===== config.mk =====
export PLATFORM = sky130hd
export DESIGN_NAME = sync_fifo_fwft_flat
export DESIGN_NICKNAME = d
export VERILOG_FILES = /design/src/rtl/sync_fifo_fwft_pkg.sv /design/src/rtl/sync_fifo_fwft_if.sv /design/src/rtl/sync_fifo_fwft_mem.sv /design/src/rtl/sync_fifo_fwft.sv /design/src/flat_wrapper.sv
export SDC_FILE = /design/constraint.sdc
export NUM_CORES = 1
export LEC_CHECK = 0
export ABC_AREA = 0
export CAP_MARGIN = 20
export CORE_MARGIN = 1.5
export CORE_UTILIZATION = 35
export DETAILED_ROUTE_END_ITERATION = 7
export PLACE_DENSITY_LB_ADDON = 0.2
export SETUP_SLACK_MARGIN = 0.5
export SYNTH_ARGS = -nofsm -noshare
export SYNTH_HDL_FRONTEND = slang
export SYNTH_SLANG_ARGS = --single-unit

===== constraint.sdc =====
create_clock -name clk -period 8.45 [get_ports clk]
set_clock_uncertainty 0.05 [all_clocks]
set_input_delay 1.69 -clock clk [delete_from_list [all_inputs] [get_ports clk]]
set_output_delay 1.69 -clock clk [all_outputs]
set_load 0.005 [all_outputs]

===== src/rtl/sync_fifo_fwft_pkg.sv =====
// Shared types, width helpers and default parameters for the sync_fifo_fwft slice.
package fifo_pkg;

  localparam int unsigned FIFO_WIDTH_DEF = 8;
  localparam int unsigned FIFO_DEPTH_DEF = 16;
  localparam int unsigned FIFO_AE_DEF    = 2;

  // Pointer width: enough bits to address DEPTH entries (minimum 1).
  function automatic int unsigned ptr_w(input int unsigned depth);
    return (depth < 2) ? 1 : $clog2(depth);
  endfunction

  // Counter width: enough bits to hold 0..DEPTH inclusive.
  function automatic int unsigned cnt_w(input int unsigned depth);
    return $clog2(depth + 1);
  endfunction

  typedef struct packed {
    logic full;
    logic empty;
    logic almost_full;
    logic almost_empty;
  } fifo_flags_t;

endpackage


===== src/rtl/sync_fifo_fwft_if.sv =====
// Handshake/data bundle between the FIFO (slave) and its writer/reader (master).
interface sync_fifo_fwft_if
  import fifo_pkg::*;
#(
  parameter int unsigned WIDTH = FIFO_WIDTH_DEF,
  parameter int unsigned DEPTH = FIFO_DEPTH_DEF
) ();

  logic                     write;
  logic [WIDTH-1:0]         wr_data;
  logic                     read;
  logic [WIDTH-1:0]         rd_data;
  logic                     full;
  logic                     empty;
  logic                     almost_full;
  logic                     almost_empty;
  logic [cnt_w(DEPTH)-1:0]  count;
  logic                     overflow;
  logic                     underflow;

  modport master (
    output write, wr_data, read,
    input  rd_data, full, empty, almost_full, almost_empty, count, overflow, underflow
  );

  modport slave (
    input  write, wr_data, read,
    output rd_data, full, empty, almost_full, almost_empty, count, overflow, underflow
  );

endinterface


===== src/rtl/sync_fifo_fwft_mem.sv =====
// DEPTH x WIDTH register array: one synchronous write port, one asynchronous read port.
module fifo_mem
  import fifo_pkg::*;
#(
  parameter int unsigned WIDTH = FIFO_WIDTH_DEF,
  parameter int unsigned DEPTH = FIFO_DEPTH_DEF
) (
  input  logic                    clk_i,
  input  logic                    we_i,
  input  logic [ptr_w(DEPTH)-1:0] waddr_i,
  input  logic [WIDTH-1:0]        wdata_i,
  input  logic [ptr_w(DEPTH)-1:0] raddr_i,
  output logic [WIDTH-1:0]        rdata_o
);

  logic [WIDTH-1:0] mem_q [DEPTH];

  // Store the write word; contents deliberately survive reset.
  always_ff @(posedge clk_i) begin
    if (we_i) mem_q[waddr_i] <= wdata_i;
  end

  assign rdata_o = mem_q[raddr_i];

endmodule


===== src/rtl/sync_fifo_fwft.sv =====
// Synchronous first-word-fall-through FIFO with occupancy count and
// almost-full/almost-empty thresholds.
// Optional macro FIFO_ERR_FLAGS_EN builds sticky overflow/underflow flags;
// without it those outputs are tied low.
module sync_fifo_fwft
  import fifo_pkg::*;
#(
  parameter int unsigned WIDTH    = FIFO_WIDTH_DEF,
  parameter int unsigned DEPTH    = FIFO_DEPTH_DEF,
  parameter int unsigned AF_LEVEL = DEPTH - 2,
  parameter int unsigned AE_LEVEL = FIFO_AE_DEF
) (
  input  logic             clk,
  input  logic             reset,
  sync_fifo_fwft_if.slave  bus
);

  localparam int unsigned PW = ptr_w(DEPTH);
  localparam int unsigned CW = cnt_w(DEPTH);

  if (DEPTH < 2 || (DEPTH & (DEPTH - 1)) != 0) begin : g_depth_chk
    $error("sync_fifo_fwft: DEPTH must be a power of two >= 2");
  end
  if (AF_LEVEL < 1 || AF_LEVEL > DEPTH) begin : g_af_chk
    $error("sync_fifo_fwft: AF_LEVEL must be in 1..DEPTH");
  end
  if (AE_LEVEL > DEPTH - 1) begin : g_ae_chk
    $error("sync_fifo_fwft: AE_LEVEL must be in 0..DEPTH-1");
  end

  logic [PW-1:0]    wr_ptr_q, wr_ptr_d;
  logic [PW-1:0]    rd_ptr_q, rd_ptr_d;
  logic [CW-1:0]    count_q, count_d;
  fifo_flags_t      flags_q, flags_d;
  logic             wr_acc, rd_acc;
  logic [WIDTH-1:0] mem_rdata;

  // Accept/drop decisions and next-state pointers, count and flags.
  always_comb begin
    wr_acc   = bus.write && (!flags_q.full || bus.read);
    rd_acc   = bus.read && !flags_q.empty;
    wr_ptr_d = wr_acc ? wr_ptr_q + PW'(1) : wr_ptr_q;
    rd_ptr_d = rd_acc ? rd_ptr_q + PW'(1) : rd_ptr_q;
    count_d  = count_q;
    case ({wr_acc, rd_acc})
      2'b10:   count_d = count_q + CW'(1);
      2'b01:   count_d = count_q - CW'(1);
      default: count_d = count_q;
    endcase
    flags_d.full         = (count_d == CW'(DEPTH));
    flags_d.empty        = (count_d == '0);
    flags_d.almost_full  = (count_d >= CW'(AF_LEVEL));
    flags_d.almost_empty = (count_d <= CW'(AE_LEVEL));
  end

  // Register pointers, count and flags; reset discards all queued entries.
  always_ff @(posedge clk) begin
    if (!reset) begin
      wr_ptr_q <= '0;
      rd_ptr_q <= '0;
      count_q  <= '0;
      flags_q  <= fifo_flags_t'{full: 1'b0, empty: 1'b1, almost_full: 1'b0, almost_empty: 1'b1};
    end else begin
      wr_ptr_q <= wr_ptr_d;
      rd_ptr_q <= rd_ptr_d;
      count_q  <= count_d;
      flags_q  <= flags_d;
    end
  end

  // Reset gates the store so a write coinciding with reset leaves nothing behind.
  fifo_mem #(
    .WIDTH (WIDTH),
    .DEPTH (DEPTH)
  ) u_mem (
    .clk_i   (clk),
    .we_i    (wr_acc && reset),
    .waddr_i (wr_ptr_q),
    .wdata_i (bus.wr_data),
    .raddr_i (rd_ptr_q),
    .rdata_o (mem_rdata)
  );

  assign bus.rd_data      = flags_q.empty ? '0 : mem_rdata;
  assign bus.full         = flags_q.full;
  assign bus.empty        = flags_q.empty;
  assign bus.almost_full  = flags_q.almost_full;
  assign bus.almost_empty = flags_q.almost_empty;
  assign bus.count        = count_q;

`ifdef FIFO_ERR_FLAGS_EN
  logic overflow_q, underflow_q;

  // Sticky error flags: set on a dropped write or ignored read, cleared only by reset.
  always_ff @(posedge clk) begin
    if (!reset) begin
      overflow_q  <= 1'b0;
      underflow_q <= 1'b0;
    end else begin
      if (bus.write && !wr_acc) overflow_q  <= 1'b1;
      if (bus.read  && !rd_acc) underflow_q <= 1'b1;
    end
  end

  assign bus.overflow  = overflow_q;
  assign bus.underflow = underflow_q;
`else
  assign bus.overflow  = 1'b0;
  assign bus.underflow = 1'b0;
`endif

endmodule

===== src/flat_wrapper.sv =====
// flat-port wrapper written by rule: the top's interface ports become plain ports
module sync_fifo_fwft_flat import fifo_pkg::*;
#(
  parameter int unsigned WIDTH    = FIFO_WIDTH_DEF,
  parameter int unsigned DEPTH    = FIFO_DEPTH_DEF,
  parameter int unsigned AF_LEVEL = DEPTH - 2,
  parameter int unsigned AE_LEVEL = FIFO_AE_DEF
)
  (clk, reset, bus_write, bus_wr_data, bus_read, bus_rd_data, bus_full, bus_empty, bus_almost_full, bus_almost_empty, bus_count, bus_overflow, bus_underflow);
  sync_fifo_fwft_if #(.WIDTH(WIDTH), .DEPTH(DEPTH)) bus_i ();
  input  logic clk;
  input  logic reset;
  input wire logic [$bits(bus_i.write)-1:0] bus_write;
  input wire logic [$bits(bus_i.wr_data)-1:0] bus_wr_data;
  input wire logic [$bits(bus_i.read)-1:0] bus_read;
  output wire logic [$bits(bus_i.rd_data)-1:0] bus_rd_data;
  output wire logic [$bits(bus_i.full)-1:0] bus_full;
  output wire logic [$bits(bus_i.empty)-1:0] bus_empty;
  output wire logic [$bits(bus_i.almost_full)-1:0] bus_almost_full;
  output wire logic [$bits(bus_i.almost_empty)-1:0] bus_almost_empty;
  output wire logic [$bits(bus_i.count)-1:0] bus_count;
  output wire logic [$bits(bus_i.overflow)-1:0] bus_overflow;
  output wire logic [$bits(bus_i.underflow)-1:0] bus_underflow;
  assign bus_i.write = bus_write;
  assign bus_i.wr_data = bus_wr_data;
  assign bus_i.read = bus_read;
  assign bus_rd_data = bus_i.rd_data;
  assign bus_full = bus_i.full;
  assign bus_empty = bus_i.empty;
  assign bus_almost_full = bus_i.almost_full;
  assign bus_almost_empty = bus_i.almost_empty;
  assign bus_count = bus_i.count;
  assign bus_overflow = bus_i.overflow;
  assign bus_underflow = bus_i.underflow;
  sync_fifo_fwft #(.WIDTH(WIDTH), .DEPTH(DEPTH), .AF_LEVEL(AF_LEVEL), .AE_LEVEL(AE_LEVEL)) u_core (.clk(clk), .reset(reset), .bus(bus_i));
endmodule

Yosys cells after proc, flatten, opt, wreduce, memory -nomap -nowiden. Memory sizes are Yosys's and may differ from the RTL's. A register that Yosys moved wholly into a read port is not among the register bits. Cells that the tools add are included.

Memories: 1. Bits of input ports: 12. Output and inout port bits: 19. Logic and storage cells: 30. Memory bits (writable): 128. Register bits: 17.

Memories: u_core.u_mem.mem_q (words 16, width 8, read ports 1, clocked after memory_dff 1, write ports 1, RTL line sync_fifo_fwft_mem.sv:16) `logic [WIDTH-1:0] mem_q [DEPTH];`.

Muxes and demuxes: 6. $lt $le $gt $ge: 2. Add/sub/neg operators: 4. Reductions and logical operators: 7. Equality and inequality tests: 3.

Operator list (number): $pmux 5 s2 (1); $add 4x1->4 const B (2); $mux 4 (2); $mux 8 (1); $add 5x1->5 const B (1); $eq 5x5->1 const B (1); $ge 5x4->1 const B (1); $le 5x2->1 const B (1); $logic_not 5->1 (1); $sub 5x1->5 const B (1); $logic_and 1x1->1 (3); $eq 2x1->1 const B (1); $eq 2x2->1 const B (1); $logic_not 1->1 (2); $mux 1 (2); $logic_or 1x1->1 (1).

Logic depth before layout (Yosys ltp).
Depth after elaboration: 6. Mapped depth: 12. Depth with buffers taken out: 11.

Modules after synthesis. From an unflattened synthesis, not the netlist that was laid out.

Cell total of the unflattened synthesis: 339. Area total of the unflattened synthesis: 6014.5 sq um.

By module, submodules not included: fifo_mem (area each 4987.3 sq um, seq. area each 3843.7 sq um, cells each 221, times used 1); sync_fifo_fwft (area each 1027.2 sq um, seq. area each 340.3 sq um, cells each 118, times used 1).

Worst setup path after synthesis. Ideal clock, no wire load.

Kind: in2reg. Start: input bus_read. End: register u_core.flags_q (netlist bit u_core.bus.empty). Setup time: 0.074 ns. Required time: 8.326 ns. Arrival: 3.898 ns. Path slack: 4.428 ns. Buffers on the path: 1. Stages on the path: 12. Path through: inv_1 a21boi_1 inv_1 ha_1 clkbuf_1 xor2_1 ha_1 a21oi_1 mux2i_1 xor2_1 o211ai_1 o21ai_0.

Longest elaborated chain between the ends: 5. Elaborated cells on any way between the ends: 7. Those cells by class: eq/ne: 2; mux: 1; reduce/logical: 4.

RTL lines: start: declaration (RTL line flat_wrapper.sv:15) `input wire logic [$bits(bus_i.read)-1:0] bus_read;`; $logic_or 1x1->1 (RTL line sync_fifo_fwft.sv:40) `wr_acc = bus.write && (!flags_q.full || bus.read);`; $logic_and 1x1->1 (RTL line sync_fifo_fwft.sv:40); $eq 2x1->1 or $eq 2x2->1 (tied branches) (RTL line sync_fifo_fwft.sv:45) `case ({wr_acc, rd_acc})`; $pmux 5 s2 * (RTL line sync_fifo_fwft.sv:45); $logic_not 5->1 * (RTL line sync_fifo_fwft.sv:51) `flags_d.empty = (count_d == '0);`; end signal: assignment (RTL line sync_fifo_fwft.sv:62) `flags_q <= fifo_flags_t'{full: 1'b0, empty: 1'b1, almost_full: 1'b0, almost_empty: 1'b1};`; end signal: assignment (RTL line sync_fifo_fwft.sv:67) `flags_q <= flags_d;`; end: declaration (RTL line sync_fifo_fwft.sv:34) `fifo_flags_t flags_q, flags_d;`.

Every way passes the cells marked *; elsewhere a longest branch is shown, timed or not. A chain may end at the register's enable or synchronous reset.

==> results.md <==
* Overflow left after global routing at 0
* Endpoint class of the critical path: output port
* Initial DRC count at 251
* Slew margin rel. at 0.2989
* Min Tclk post-route at 4.797 ns
* Flops & latches, synth at 149
* Reg2reg start: u_core.bus.empty
* Critical-path cell list: buf_4 > mux4_2 > mux4_2 > nor2b_1 > clkdlybuf4s50_1
* FILL cells at 1469
* Synth area leaders: edfxtp_1 (64%), mux4_2 (15%), dfxtp_1 (7.0%)
* Final std cells w/o fill at 590
* Slowest stage delay, CP at 0.63 ns
* Max Root-Sink Buffers at 2
* Setup TNS at 0 ns
* # clock sinks at 149
* Max cap viols at 0
* Async SR Flop Fraction at 0
* CP max FO at 32
* Total routed wirelength at 12110 um
* Startpoint Class: register
* Final Wtd Congestion at 0.7285
* Vias/cell at 5.005
* Crit path kind: register to output port
* Antenna cells at 0
* CTS tree: built
* Dominant synthesized flop cell: edfxtp_1
* Post-layout net count at 377
* Pwr Density at 257.3 nW/um2
* Port Buffer Count at 28
* Final worst-path cycle share at 0.5677
* Area growth from synthesis to layout at 17.58%
* Top-area cell type share of the netlist area at 0.6428
* Postcts setup bufs at 0
* # rows at 47
* Post-CTS resize count at 0
* Placed cells at 558
* Synth area leader: edfxtp_1
* IO Count at 31
* Clk slew on worst S/H paths at 0.06 ns
* Slew Limit Fails at 0
* Pin count of the biggest net entering global routing at 33
* Vias in the first global route at 2984
* Initial antenna violation count at 0
* Cell area after synthesis at 5979 um2
* Fin. Hold Viols at 0
* Most numerous cell in the Yosys netlist: edfxtp_1
* Initial Util at 0.3593
* Reg2Reg Capture Point: u_core.bus.full
* Crit path arrival time at 3.06 ns
* Post-synth top cells: edfxtp_1 (128), mux4_2 (40), nor2_1 (35), dfxtp_1 (21), nor2b_1 (10)
* Peak supply drop at 0.0001382 V
* First-pass GRT wire length at 18380 um
* Post-Place Setup Slack at 3.714 ns
* Die H at 133.7 um
* Req. time, crit path at 6.71 ns
* Post-CTS Hold Buffers at 0
* Syn_area_per_cell at 18.40 um2
* Area of the die at 17880 um2
* RSZ-0062 raised after global routing: false
* R2R depth at 9
* Leak at 0.002218 uW
* Worst Setup EP: bus_rd_data[2]
* Worst Hold Class: register to register
* R2r setup slk at 5.54 ns
* Post-DRT Antenna Nets at 0
* Ratio of cells with drive above 1 in the final layout at 0.1838
* Slowest stage cell, crit path: mux4_2
* Post-synth cell types at 39
* Maximum clock rate at 0.2085 GHz
* Via count at 2953
* DRT Pass-1 Iters at 6
* Worst Setup Slack, final at 3.653 ns
* Post-synth EDFFs at 128
* Routed length per instance at 20.52 um
* Num CTS Buffers at 17
* Setup Viol. Count Final at 0
* Post-Syn Instances at 325
* Status: finished clean
* Synth warn at 0
* H-tree depth at 4
* CORE AREA at 16640 um2
* DRC Markers at 0
* Post-DP HPWL at 7402 um
* Clk root buf: clkbuf_16
* Crit path top cell by count: mux4_2
* GRT Util Overall at 0.1461
* Clock latency on the worst-skew pair at 0.41 ns
* Die X-Extent at 133.7 um
* Tot Pwr at 1809 uW
* Worst Tran Pin Value at 1.048 ns
* Seq/Total Area, Yosys at 0.7131
==> state kept, by name, indices dropped and copies added (netlist names), named ones only <==
signal,cells
u_core.rd_ptr_q,4
u_core.bus.empty,1
u_core.u_mem.mem_q,128
u_core.bus.count,5
u_core.bus.almost_full,1
u_core.bus.full,1
u_core.wr_ptr_q,4
u_core.bus.almost_empty,1
==> worst min-delay path by stage <==
stage                             startpoint                  to  slack, ns  cells past startpoint
after global routing      u_core.rd_ptr_q[3]            register       0.52                      2
after detailed placement  u_core.rd_ptr_q[3]            register       0.48                      2
final                     u_core.rd_ptr_q[3]  u_core.rd_ptr_q[3]       0.48                      2
after floorplan           u_core.rd_ptr_q[3]            register       0.43                      2
after CTS                 u_core.rd_ptr_q[3]  u_core.rd_ptr_q[3]       0.49                      2
after global placement    u_core.rd_ptr_q[3]            register       0.46                      2
==> critical path, delay by kind of cell, from the launching register on <==
family	cells	cell delay, ns
buffers and inverters	2	1.02
muxes	2	1.13
DFF	1	0.32
and+or+nand+nor	1	0.16
==> layer usage <==
| metal | routed length, um | up-vias | global-route usage |
|---|---|---|---|
| met1 | 5446 | 1533 | 0.1979 |
| met4 | 151 | 0 | 0.05918 |
| met2 | 5902 | 76 | 0.2225 |
| li1 | - | 1334 | - |
| met3 | 608 | 10 | 0.04148 |
| met5 | 0 | - | 0 |
==> cell families after synthesis <==
kind of cell / after synthesis / synth area share
XOR/XNOR: 12 / 0.01758
other: 1 / 0.0006271
AO/OA/AOI/OAI: 18 / 0.02176
buffers and inverters: 25 / 0.01904
flip-flops: 149 / 0.7131
AND/OR/NAND/NOR: 67 / 0.05210
multiplexers: 45 / 0.1590
adder cells (fa/ha/maj): 8 / 0.01674
==> report_power, final <==
group	switching, uW	internal, uW
clock network	265	445
registers	32.7	819
logic	111	136
total	409	1400
==> layout make-up <==
cell class	instances	area, um2	area share
clock inverter	4	45.04	0.006407
tap	220	275.3	0.03915
clock buffer	28	518.0	0.07368
sequential	149	4265	0.6067
multi-input combinational	152	1605	0.2283
inverter	7	26.28	0.003737
timing repair buffer	30	295.3	0.04200
==> through the flow <==
step | area [um2] | hold slack (ns) | utilization
finish | 7030 | 0.4808 | 0.4224
detailed placement | 6467 | 0.4802 | 0.3886
global placement | 6467 | 0.4556 | 0.3886
global route | 7030 | 0.5231 | 0.4224
CTS | 7030 | 0.4933 | 0.4224
floorplan | 5983 | 0.4347 | -
==> layout by cell type, fill, tap and decap left out, types with 4 or more instances in the layout <==
cell | Yosys | layout
edfxtp_1 | 128 | 128
mux4_2 | 40 | 40
nor2_1 | 35 | 35
clkdlybuf4s50_1 | 0 | 28
dfxtp_1 | 21 | 20
clkbuf_16 | 0 | 18
nor2b_1 | 10 | 10
nand2_1 | 9 | 9
xor2_1 | 8 | 8
ha_1 | 8 | 8
clkbuf_1 | 8 | 7
inv_1 | 6 | 6
mux2i_1 | 5 | 5
xnor2_1 | 4 | 4
(Power assumes the default switching activity.)
